$ cat config.mk
export PLATFORM = sky130hd
export DESIGN_NAME = serial_adder_flat
export DESIGN_NICKNAME = d
export VERILOG_FILES = /design/src/rtl/serial_adder_pkg.sv /design/src/rtl/serial_adder_if.sv /design/src/rtl/serial_adder_full_adder.sv /design/src/rtl/serial_adder.sv /design/src/flat_wrapper.sv
export SDC_FILE = /design/constraint.sdc
export NUM_CORES = 1
export LEC_CHECK = 0
export CORE_MARGIN = 2
export CORE_UTILIZATION = 49
export DETAILED_ROUTE_END_ITERATION = 10
export GPL_TIMING_DRIVEN = 0
export PLACE_DENSITY = 0.87
export SLEW_MARGIN = 20
export SYNTH_ARGS = -nofsm -noshare
export SYNTH_HDL_FRONTEND = slang
export SYNTH_SLANG_ARGS = --single-unit
export TNS_END_PERCENT = 50
$ cat constraint.sdc
create_clock -name clk -period 2.45 [get_ports clk]
set_input_delay 0.6125 -clock clk [delete_from_list [all_inputs] [get_ports clk]]
set_output_delay 0.6125 -clock clk [all_outputs]
set_load 0.02 [all_outputs]
$ cat src/rtl/serial_adder_pkg.sv
// Shared types and helpers for the bit-serial adder: FSM state encoding and
// the bit-counter width derivation.
package serial_adder_pkg;

  typedef enum logic [1:0] {
    IDLE = 2'd0,
    RUN  = 2'd1,
    DONE = 2'd2
  } state_e;

  // The counter only has to reach WIDTH-1, so clog2(WIDTH) bits never wrap early.
  function automatic int cw_of(input int width);
    return (width <= 2) ? 1 : $clog2(width);
  endfunction

endpackage

$ cat src/rtl/serial_adder_if.sv
// Start/done request bus of the bit-serial adder: operands in, result out.
interface serial_adder_if #(
  parameter int WIDTH = 8
);
  logic             start;
  logic [WIDTH-1:0] a;
  logic [WIDTH-1:0] b;
  logic             cin;
  logic             busy;
  logic             done;
  logic [WIDTH-1:0] sum;
  logic             cout;

  modport master (output start, a, b, cin, input busy, done, sum, cout);
  modport slave  (input start, a, b, cin, output busy, done, sum, cout);
endinterface

$ cat src/rtl/serial_adder_full_adder.sv
// Single-bit full-adder cell shared by the serial arithmetic paths.
module full_adder (
  input  logic a,
  input  logic b,
  input  logic ci,
  output logic s,
  output logic co
);
  assign s  = a ^ b ^ ci;
  assign co = (a & b) | (ci & (a ^ b));
endmodule

$ cat src/rtl/serial_adder.sv
// Bit-serial WIDTH-bit adder: one full-adder evaluation per clock, LSB first,
// with a start/done handshake and a result register that updates atomically.
module serial_adder
  import serial_adder_pkg::*;
#(
  parameter int WIDTH = 8
) (
  input  logic           clk,
  input  logic           rst,
  serial_adder_if.slave  bus
);
  localparam int CW = cw_of(WIDTH);

  state_e           state_q, state_d;
  logic [WIDTH-1:0] a_sh_q, a_sh_d;
  logic [WIDTH-1:0] b_sh_q, b_sh_d;
  logic [WIDTH-1:0] res_q, res_d;
  logic             carry_q, carry_d;
  logic [CW-1:0]    cnt_q, cnt_d;
  logic [WIDTH-1:0] sum_q, sum_d;
  logic             cout_q, cout_d;
  logic             fa_s, fa_c;

  full_adder u_fa (
    .a  (a_sh_q[0]),
    .b  (b_sh_q[0]),
    .ci (carry_q),
    .s  (fa_s),
    .co (fa_c)
  );

  always_comb begin
    // NOTE: every _d gets its hold value first so no path can infer a latch.
    state_d = state_q;
    a_sh_d  = a_sh_q;
    b_sh_d  = b_sh_q;
    res_d   = res_q;
    carry_d = carry_q;
    cnt_d   = cnt_q;
    sum_d   = sum_q;
    cout_d  = cout_q;
    unique case (state_q)
      IDLE: begin
        if (bus.start) begin
          a_sh_d  = bus.a;
          b_sh_d  = bus.b;
          carry_d = bus.cin;
          cnt_d   = '0;
          res_d   = '0;
          state_d = RUN;
        end
      end
      RUN: begin
        // New bit enters at the MSB; after WIDTH shifts bit i sits at position i.
        res_d   = WIDTH'({fa_s, res_q} >> 1);
        carry_d = fa_c;
        a_sh_d  = {1'b0, a_sh_q[WIDTH-1:1]};
        b_sh_d  = {1'b0, b_sh_q[WIDTH-1:1]};
        cnt_d   = CW'(cnt_q + CW'(1));
        if (cnt_q == CW'(WIDTH - 1)) begin
          sum_d   = res_d;
          cout_d  = fa_c;
          state_d = DONE;
        end
      end
      DONE:    state_d = IDLE;
      default: state_d = IDLE;
    endcase
  end

  // NOTE: state updates use non-blocking assignments so every flop samples pre-edge values.
  always_ff @(posedge clk or posedge rst) begin
    if (rst) begin
      state_q <= IDLE;
      a_sh_q  <= '0;
      b_sh_q  <= '0;
      res_q   <= '0;
      carry_q <= 1'b0;
      cnt_q   <= '0;
      sum_q   <= '0;
      cout_q  <= 1'b0;
    end else begin
      state_q <= state_d;
      a_sh_q  <= a_sh_d;
      b_sh_q  <= b_sh_d;
      res_q   <= res_d;
      carry_q <= carry_d;
      cnt_q   <= cnt_d;
      sum_q   <= sum_d;
      cout_q  <= cout_d;
    end
  end

  assign bus.busy = (state_q == RUN);
  assign bus.done = (state_q == DONE);
  assign bus.sum  = sum_q;
  assign bus.cout = cout_q;

endmodule
$ cat src/flat_wrapper.sv
// flat-port wrapper written by rule: the top's interface ports become plain ports
module serial_adder_flat import serial_adder_pkg::*;
#(
  parameter int WIDTH = 8
)
  (clk, rst, bus_start, bus_a, bus_b, bus_cin, bus_busy, bus_done, bus_sum, bus_cout);
  serial_adder_if #(.WIDTH(WIDTH)) bus_i ();
  input  logic clk;
  input  logic rst;
  input wire logic [$bits(bus_i.start)-1:0] bus_start;
  input wire logic [$bits(bus_i.a)-1:0] bus_a;
  input wire logic [$bits(bus_i.b)-1:0] bus_b;
  input wire logic [$bits(bus_i.cin)-1:0] bus_cin;
  output wire logic [$bits(bus_i.busy)-1:0] bus_busy;
  output wire logic [$bits(bus_i.done)-1:0] bus_done;
  output wire logic [$bits(bus_i.sum)-1:0] bus_sum;
  output wire logic [$bits(bus_i.cout)-1:0] bus_cout;
  assign bus_i.start = bus_start;
  assign bus_i.a = bus_a;
  assign bus_i.b = bus_b;
  assign bus_i.cin = bus_cin;
  assign bus_busy = bus_i.busy;
  assign bus_done = bus_i.done;
  assign bus_sum = bus_i.sum;
  assign bus_cout = bus_i.cout;
  serial_adder #(.WIDTH(WIDTH)) u_core (.clk(clk), .rst(rst), .bus(bus_i));
endmodule
==> reports/results.ini, run 1 <==
[setup_path]
crit_family = buffers and inverters
startpoint_type = flop
cp-end-kind = primary output
required_ns = 1.84
path_cells = buf_4, nor2_1, clkdlybuf4s50_1
worst-path-max-fanout = 10
crit_arrival_ns = 1.71
crit_slowest_cell = clkdlybuf4s50_1
path_class = reg2out
slowest_delay_ns = 0.60
cp_num_buf_inv = 2

[drt]
first_iter_violations = 51
ant_nets = 0
vias_per_cell = 5.63
wirelength_mm = 3.57
wl_per_cell_um = 16.2
drc_errors = 0
drtPass1Iterations = 4
vias = 1238

[power_and_ir_drop]
switchingPower_uw = 965
max-vdd-ir-drop_v = 0.000620
p_leak_nw = 0.922
power_frac_comb = 0.389
p_int_mw = 1.76
power_density_mw_per_mm2 = 1300
seqPwrFrac = 0.412
sw_frac_of_total = 0.355
total_power_mw = 2.72
p_clk_frac = 0.199

[cts]
clk-insertion-delay-late_ns = 0.36
cts_buffers = 5
cts.reportedPaths.clkPinSlew_ns = 0.12
clock_sinks = 38
cts_tree = done
clockBufferDepth = 2
cts_root_buf = clkbuf_4
htreeDepth = 2

[place]
place.gp.congestion = 0.754
dpl-instance-area_mm2 = 0.00197
dpl.hpwl_mm = 2.48
placement.io_buffers = 29
pre_cts_slack_ns = 0.230

[global_route]
grt_pass1_wl_mm = 5.84
antenna_found_initial = 0
grt_usage = 0.216
grt-ovfl-total = 0
grt_max_degree = 39
grt_pass1_vias = 1301

[finish]
fillers = 225
fin_util = 0.677
syn_to_final_growth_pct = 29.2
fin_nets = 198
diodes = 0
multi_input_area_um2 = 592
finalInstanceArea_mm2 = 0.00210
drive_gt1_frac = 0.142
seqCellArea_um2 = 952

[synth]
post_synth.cell_area_avg_um2 = 11.9
ys_warn_count = 0
synth_edf_count = 0
synth_area_mm2 = 0.00163
netlist_instances = 137
synth_ff_type = dfrtp_1
synth_top_area_share = 0.585
synth-async-reset-ratio = 1.00
synth_area_leaders = dfrtp_1, o22ai_1, mux2_1
synthDistinctLibCells = 24
syn_nets = 160
ys_seq_elements = 38
ys_seq_area_frac = 0.585
yosysTopAreaCell = dfrtp_1

[timing]
slew_violations = 0
worst_slack_ns = 0.123
fin_crit_ns = 2.33
post-route-period-util = 0.950
rsz0062_at_grt = false
max_freq_mhz = 430
final-setup-viol-count = 0
finClkSkew_ns = 0.0106
relSlewSlack = 0.488
hold_viol = 0
worst_slew_pin_slew_ns = 0.766

[min_path]
worstHoldPathType = reg2reg

[floorplan]
die_w_um = 61.6
ioPinCount = 31
start_util = 0.524
fp.dieArea_mm2 = 0.00380
dieHeight_um = 61.6
num_rows = 20
core_mm2 = 0.00310

[flow_run]
cap_violations = 0

[status]
outcome = finished, final reports clean

placed cells by master (no fill, tap or decap), types with 2 or more instances in the layout:
cell / count
clkdlybuf4s50_1: 28
buf_2: 4
mux2_1: 9
a21oi_1: 16
inv_2: 2
o21ai_0: 6
clkbuf_4: 5
nand2b_1: 2
dfrtp_1: 37
a22o_1: 9
buf_4: 5
bufinv_16: 2
nand2_1: 3
o22ai_1: 24
nor2_1: 3
ha_1: 2
inv_1: 5
through the flow:
step	TNS [ns]	hold slack [ns]	cells
2_1_floorplan	0	0.459	137
3_3_place_gp	0	0.472	210
3_5_place_dp	0	0.481	210
4_1_cts	-0.0571	0.512	217
5_1_grt	0	0.527	220
6_report	0	0.508	220
cell usage after synthesis (all sizes together) (2+ instances only):
| library cell | count |
|---|---|
| dfrtp | 38 |
| o22ai | 24 |
| a21oi | 16 |
| a22o | 9 |
| mux2 | 9 |
| inv | 8 |
| buf | 7 |
| o21ai | 6 |
| nand2 | 4 |
| nand2b | 3 |
| nor2 | 3 |
| clkbuf | 2 |
| ha | 2 |
layer usage:
layer	wire, um	track usage	share of wire
met1	1520	0.259	0.43
met2	1820	0.362	0.51
met3	132	0.0567	0.037
met4	91	0.100	0.026
met5	0	0	0
path summary, 6_finish.rpt:
path / from / end / slack [ns] / depth (start not counted)
max: u_core.state_q[0]$_DFFE_PP0P_ / bus_done / 0.12 / 3
min: u_core.bus.cout$_DFFE_PP0P_ / u_core.bus.cout$_DFFE_PP0P_ / 0.51 / 1
max reg2reg: u_core.cnt_q[0]$_DFFE_PP0P_ / u_core.bus.sum[5]$_DFFE_PP0P_ / 0.97 / 4
min reg2reg: u_core.bus.cout$_DFFE_PP0P_ / u_core.bus.cout$_DFFE_PP0P_ / 0.51 / 1
max in group asynchronous: rst / u_core.state_q[1]$_DFFE_PP0P_ / 1.21 / 2
min in group asynchronous: rst / u_core.res_q[7]$_DFFE_PP0P_ / 0.71 / 2
final cells by class:
type / instances / area share
Buffer: 8 / 0.0238
Clock buffer: 5 / 0.0179
Clock inverter: 3 / 0.0328
Inverter: 8 / 0.0161
Multi-Input combinational cell: 82 / 0.282
Sequential cell: 38 / 0.453
Tap cell: 44 / 0.0262
Timing Repair Buffer: 32 / 0.148
power groups by stage:
stage | logic, mW | registers [mW] | clock network, mW
after floorplan | 0.636 | 1.15 | 0
after global placement | 0.985 | 1.10 | 0
after detailed placement | 1.05 | 1.13 | 0
after CTS | 1.06 | 1.12 | 0.543
after global routing | 1.16 | 1.15 | 0.574
final | 1.06 | 1.12 | 0.541
logic make-up (layout without fill, tap and decap cells):
group                    count (synthesis)  count (layout)  synth area share
AO/OA/AOI/OAI                           58              58             0.227
flip-flops                              38              38             0.585
buffers and inverters                   17              56            0.0515
AND/OR/NAND/NOR                         12              12            0.0469
multiplexers                             9               9            0.0623
adder cells (fa/ha/maj)                  3               3            0.0277
repair_timing:
item                       4_1_cts  5_1_grt
hold buffers                     0        0
setup endpoints to repair        2        1
cloned                           0        0
setup buffers                    0        3
gates resized for setup          1        2
registers in the layout (all words and copies together) (netlist names):
| signal | count |
|---|---|
| u_core.carry_q | 1 |
| u_core.res_q | 7 |
| u_core.bus.cout | 1 |
| u_core.a_sh_q | 8 |
| u_core.b_sh_q | 8 |
| u_core.cnt_q | 3 |
| u_core.state_q | 2 |
| u_core.bus.sum | 8 |
(Power assumes the default switching activity.)
==> run 2: changes to the inputs <==
--- a/config.mk
+++ b/config.mk
@@ -9,9 +9,10 @@
 export CORE_UTILIZATION = 49
 export DETAILED_ROUTE_END_ITERATION = 10
 export GPL_TIMING_DRIVEN = 0
-export PLACE_DENSITY = 0.87
+export PLACE_DENSITY = 0.86
 export SLEW_MARGIN = 20
 export SYNTH_ARGS = -nofsm -noshare
 export SYNTH_HDL_FRONTEND = slang
+export SYNTH_HIERARCHICAL = 1
 export SYNTH_SLANG_ARGS = --single-unit
 export TNS_END_PERCENT = 50
==> constraint.sdc (replaced) <==
create_clock -name clk -period 2.3 [get_ports clk]
set_input_delay 0.575 -clock clk [delete_from_list [all_inputs] [get_ports clk]]
set_output_delay 0.575 -clock clk [all_outputs]
set_load 0.02 [all_outputs]
==> run 2 against run 1 <==
Effect of this change:
- global-route usage shrank 3.3 points
- worst hold slack worse by 0.0020 ns
- combinational power is 15% higher
- wire length fell by 6.6%
- clock skew up 0.0043 ns
- synthesized cell count is 3.6% higher
- critical endpoint unchanged
==> reports/results.ini, run 2 <==
[global_route]
antenna_found_initial = 0
grt_pass1_vias = 1274
grt-ovfl-total = 0
grt_usage = 0.183
grt_pass1_wl_mm = 5.87
grt_max_degree = 39

[timing]
hold_viol = 0
tns_ns = 0
relSlewSlack = 0.487
worst_slew_pin_slew_ns = 0.769
final-setup-viol-count = 0
finClkSkew_ns = 0.0149
slew_violations = 0
fin_crit_ns = 2.13
rsz0062_at_grt = false
max_freq_mhz = 468
post-route-period-util = 0.928

[finish]
final-instance-count-excl-fill = 225
fillers = 274
diodes = 0
drive_gt1_frac = 0.190
most-common-layout-cells = dfrtp_1, clkdlybuf4s50_1, o21ai_0
fin_nets = 201
final_common_cell = dfrtp_1
syn_to_final_growth_pct = 23.2

[setup_path]
crit_family = buffers and inverters
crit_arrival_ns = 1.56
worst-path-max-fanout = 10
crit_slowest_cell = dfrtp_1
slowest_delay_ns = 0.46
startpoint_type = flop
path_class = reg2out
cp.depth = 4
path_cells = buf_6, buf_4, nor2b_1, dlygate4sd2_1
rr_worst_depth = 4
cp-end-kind = primary output
cp_num_buf_inv = 3
required_ns = 1.73

[synth]
synth-async-reset-ratio = 1.00
yosysMostFrequentCell = dfrtp_1
ys_seq_elements = 38
synth_ff_type = dfrtp_1
ys_warn_count = 6
yosysTopAreaCell = dfrtp_1
netlist_instances = 142
synth_edf_count = 0
synth_area_mm2 = 0.00177
post_synth.cell_area_avg_um2 = 12.5
ys_seq_area_frac = 0.537
synth_commonest_cells = dfrtp_1, o21ai_0, a22o_1, mux2_4
syn_nets = 165
synthDistinctLibCells = 26
synth_top_area_share = 0.537
synth_area_leaders = dfrtp_1, mux2_4, a22o_1

[cts]
post-cts-setup-buffer-count = 0
clock_sinks = 38
htreeDepth = 2
clockBufferDepth = 2
cts.reportedPaths.clkPinSlew_ns = 0.11
cts_buffers = 5
cts_tree = done
cts_root_buf = clkbuf_4
clk-insertion-delay-late_ns = 0.34

[power_and_ir_drop]
max-vdd-ir-drop_v = 0.000561
power_density_mw_per_mm2 = 1260
p_leak_nw = 0.985

[drt]
wirelength_mm = 3.33
drtPass1Iterations = 4
vias_per_cell = 5.56
ant_nets = 0
wl_per_cell_um = 14.8
vias = 1252
drc_errors = 0
first_iter_violations = 71

[status]
outcome = finished, final reports clean

[floorplan]
core_mm2 = 0.00339
die_w_um = 64.1
fp.dieArea_mm2 = 0.00411
num_rows = 21
dieHeight_um = 64.1
ioPinCount = 31
start_util = 0.522

[flow_run]
cap_violations = 0

[place]
placement.io_buffers = 30
dpl.hpwl_mm = 2.36
place.gp.congestion = 0.818
place_inst = 218

[min_path]
worstHoldPathType = reg2reg
holdPathStages = 1

run 2: cell count changes in the layout (fill, tap and decap cells not counted), moves of 5 or more:
cell / previous run / this run
nand2b_1: 2 / 7
mux2_4: 0 / 9
a21oi_1: 16 / 6
a221o_1: 0 / 5
nand2_1: 3 / 8
mux2_1: 9 / 0
o22a_1: 0 / 5
nor3b_1: 0 / 8
o22ai_1: 24 / 0
run 2: final timing paths:
path,start,endpoint,slack (ns)
min,u_core/cnt_q[0]$_DFFE_PP0P_,u_core/cnt_q[0]$_DFFE_PP0P_,0.51
max reg2reg,u_core/cnt_q[0]$_DFFE_PP0P_,u_core/bus.sum[5]$_DFFE_PP0P_,0.86
min reg2reg,u_core/cnt_q[0]$_DFFE_PP0P_,u_core/cnt_q[0]$_DFFE_PP0P_,0.51
min in group asynchronous,rst,u_core/carry_q$_DFFE_PP0P_,0.69
max in group asynchronous,rst,u_core/state_q[0]$_DFFE_PP0P_,1.11
max,u_core/state_q[0]$_DFFE_PP0P_,bus_done,0.17
run 2: cell families (layout without fill, tap and decap cells):
group                    Yosys count  after routing  synth area share
adder cells (fa/ha/maj)            3              3            0.0255
AO/OA/AOI/OAI                     41             41             0.177
multiplexers                       9              9            0.0764
AND/OR/NAND/NOR                   35             35             0.130
buffers and inverters             16             53            0.0537
flip-flops                        38             38             0.537
run 2: cell type report:
| type | count | area, um^2 | area share |
|---|---|---|---|
| clock inverter | 2 | 12.5 | 0.00574 |
| clock buffer | 6 | 51.3 | 0.0235 |
| buffer | 7 | 55.1 | 0.0253 |
| multi-input combinational | 88 | 723 | 0.332 |
| timing repair buffer | 30 | 294 | 0.135 |
| sequential | 38 | 951 | 0.436 |
| tap | 46 | 57.6 | 0.0264 |
| inverter | 8 | 35.0 | 0.0161 |
run 2: power by group:
group          total [mW]  internal [mW]  switching, mW
sequential           1.16          0.967          0.196
combinational        1.22          0.657          0.564
clock               0.368          0.147          0.221
run 2: timing repair:
action                                  CTS  global route
gates resized for setup                   2             2
hold buffers                              0             0
endpoints found under the setup margin    2             2
run 2: per-layer routing:
layer | vias to the layer above | GRT usage | share of wire
met5 | - | 0 | 0
met4 | 0 | 0.0399 | 0.0030
met3 | 2 | 0.0634 | 0.058
met2 | 48 | 0.306 | 0.50
met1 | 617 | 0.230 | 0.44
li1 | 585 | - | -
run 2: stage by stage:
step / setup slack, ns / hold WS (ns) / util / power [mW] / area [um^2]
after floorplan: 0.627 / 0.464 / - / 2.03 / 1770
after global placement: 0.0937 / 0.480 / 0.628 / 2.36 / 2130
after detailed placement: 0.119 / 0.487 / 0.628 / 2.42 / 2130
after CTS: 0.000644 / 0.515 / 0.646 / 2.78 / 2190
after global routing: 0.0520 / 0.536 / 0.643 / 2.95 / 2180
final: 0.165 / 0.506 / 0.643 / 2.75 / 2180
==> run 3: changes to the inputs <==
--- a/config.mk
+++ b/config.mk
@@ -10,7 +10,6 @@
 export DETAILED_ROUTE_END_ITERATION = 10
 export GPL_TIMING_DRIVEN = 0
 export PLACE_DENSITY = 0.86
-export SLEW_MARGIN = 20
 export SYNTH_ARGS = -nofsm -noshare
 export SYNTH_HDL_FRONTEND = slang
 export SYNTH_HIERARCHICAL = 1
==> run 3 against run 2 <==
Effect of this change:
- clock skew fell by 0.0061 ns
- clock power down 2%
- count of clock-buffer cells in the layout grew 1
- register-to-register slack barely moved
- sequential cell count unchanged
- maximum frequency is essentially flat
- non-clock buffer count increased by 2
- die area unchanged
- via count up 1.5%
- core utilization up 0.74 points
- critical path depth increased by 1
- first-iteration DRC count is 17% lower
- largest power group unchanged
==> reports/results.ini, run 3 (synthesized netlist as in run 2, its figures left out) <==
[place]
place.gp.congestion = 0.818
dpl-instance-area_mm2 = 0.00215
placement.io_buffers = 30
pre_cts_slack_ns = 0.109
dpl.hpwl_mm = 2.49

[timing]
worst_slack_ns = 0.167
hold_viol = 0
finClkSkew_ns = 0.00881
relSlewSlack = 0.479
holdWs_ns = 0.500
final-setup-viol-count = 0
tns_ns = 0
worst_slew_pin_slew_ns = 0.781
max_freq_mhz = 469
post-route-period-util = 0.928
fin_crit_ns = 2.13
rsz0062_at_grt = false
slew_violations = 0

[setup_path]
required_ns = 1.73
worst-path-max-fanout = 10
crit_arrival_ns = 1.56
crit_slowest_cell = dfrtp_1
cp_num_buf_inv = 4
path_cells = buf_6, buf_4, buf_2, nor2b_1, clkbuf_2
path_class = reg2out
startpoint_type = flop
slowest_delay_ns = 0.35
crit_family = buffers and inverters
cp-end-kind = primary output

[drt]
wl_per_cell_um = 14.9
ant_nets = 0
vias_per_cell = 5.60
vias = 1271
drc_errors = 0
wirelength_mm = 3.37
drtPass1Iterations = 4
first_iter_violations = 59

[global_route]
grt_pass1_vias = 1301
antenna_found_initial = 0
grt_usage = 0.190
grt_max_degree = 22
grt-ovfl-total = 0
grt_pass1_wl_mm = 6.00

[cts]
clock_sinks = 38
clk-insertion-delay-late_ns = 0.34
cts_buffers = 5
cts_root_buf = clkbuf_4
htreeDepth = 2
cts.reportedPaths.clkPinSlew_ns = 0.11
hold_buffers = 0
cts_tree = done
clockBufferDepth = 2
post-cts-setup-buffer-count = 0

[power_and_ir_drop]
p_leak_nw = 1.00
power_density_mw_per_mm2 = 1250
max-vdd-ir-drop_v = 0.000527

[finish]
fin_util = 0.650
final_common_cell = dfrtp_1
diodes = 0
fin_nets = 203
drive_gt1_frac = 0.193
most-common-layout-cells = dfrtp_1, clkdlybuf4s50_1, o21ai_0
finalInstanceArea_mm2 = 0.00220
syn_to_final_growth_pct = 24.6

[flow_run]
cap_violations = 0

[min_path]
worstHoldPathType = reg2reg

[floorplan]
ioPinCount = 31
dieHeight_um = 64.1
num_rows = 21
core_mm2 = 0.00339
start_util = 0.522
die_w_um = 64.1
fp.dieArea_mm2 = 0.00411

[status]
outcome = finished, final reports clean

## run 3: per-layer routing
layer	GRT usage	vias up	share of wire	wire length (um)
met5	0	-	0	0
met4	0.0824	0	0.017	58
met3	0.0440	7	0.058	194
met2	0.313	46	0.49	1640
met1	0.239	628	0.44	1480
li1	-	590	-	-
## run 3: path summary, 6_finish.rpt
check | from | to | slack (ns) | cells after the start
max | u_core/state_q[1]$_DFFE_PP0P_ | bus_done | 0.17 | 5
min | u_core/cnt_q[0]$_DFFE_PP0P_ | u_core/cnt_q[0]$_DFFE_PP0P_ | 0.50 | 1
max reg2reg | u_core/cnt_q[0]$_DFFE_PP0P_ | u_core/bus.sum[7]$_DFFE_PP0P_ | 0.86 | 4
min reg2reg | u_core/cnt_q[0]$_DFFE_PP0P_ | u_core/cnt_q[0]$_DFFE_PP0P_ | 0.50 | 1
max in group asynchronous | rst | u_core/cnt_q[1]$_DFFE_PP0P_ | 1.06 | 3
min in group asynchronous | rst | u_core/carry_q$_DFFE_PP0P_ | 0.67 | 2
## run 3: area by class of cell
type | instances | area [um^2]
Fill cell | 266 | 1180
Sequential cell | 38 | 951
Multi-Input combinational cell | 88 | 723
Timing Repair Buffer | 31 | 318
Buffer | 8 | 60.1
Tap cell | 46 | 57.6
Clock buffer | 7 | 55.1
Inverter | 8 | 35.0
Clock inverter | 1 | 5.00
## run 3: per-stage QoR
step | power (mW) | std cells
2_1_floorplan | 2.03 | 142
3_5_place_dp | 2.43 | 219
6_report | 2.76 | 227
5_1_grt | 2.95 | 227
4_1_cts | 2.79 | 227
3_3_place_gp | 2.36 | 218
## run 3: repair_timing
action | 4_1_cts | 5_1_grt
resized for setup | 4 | 2
hold endpoints to repair | 0 | 0
endpoints found under the setup margin | 2 | 2
## run 3: worst register-to-register path: cells and delay by family (launching register included)
family	cells	cell delay (ns)
adders and majority gates	2	0.47
DFF	1	0.41
muxes	1	0.31
and+or+nand+nor	1	0.15
## run 3: power by group
group	total, mW	internal [mW]	switching, mW
clock network	0.360	0.148	0.212
logic	1.23	0.664	0.567
registers	1.17	0.967	0.198
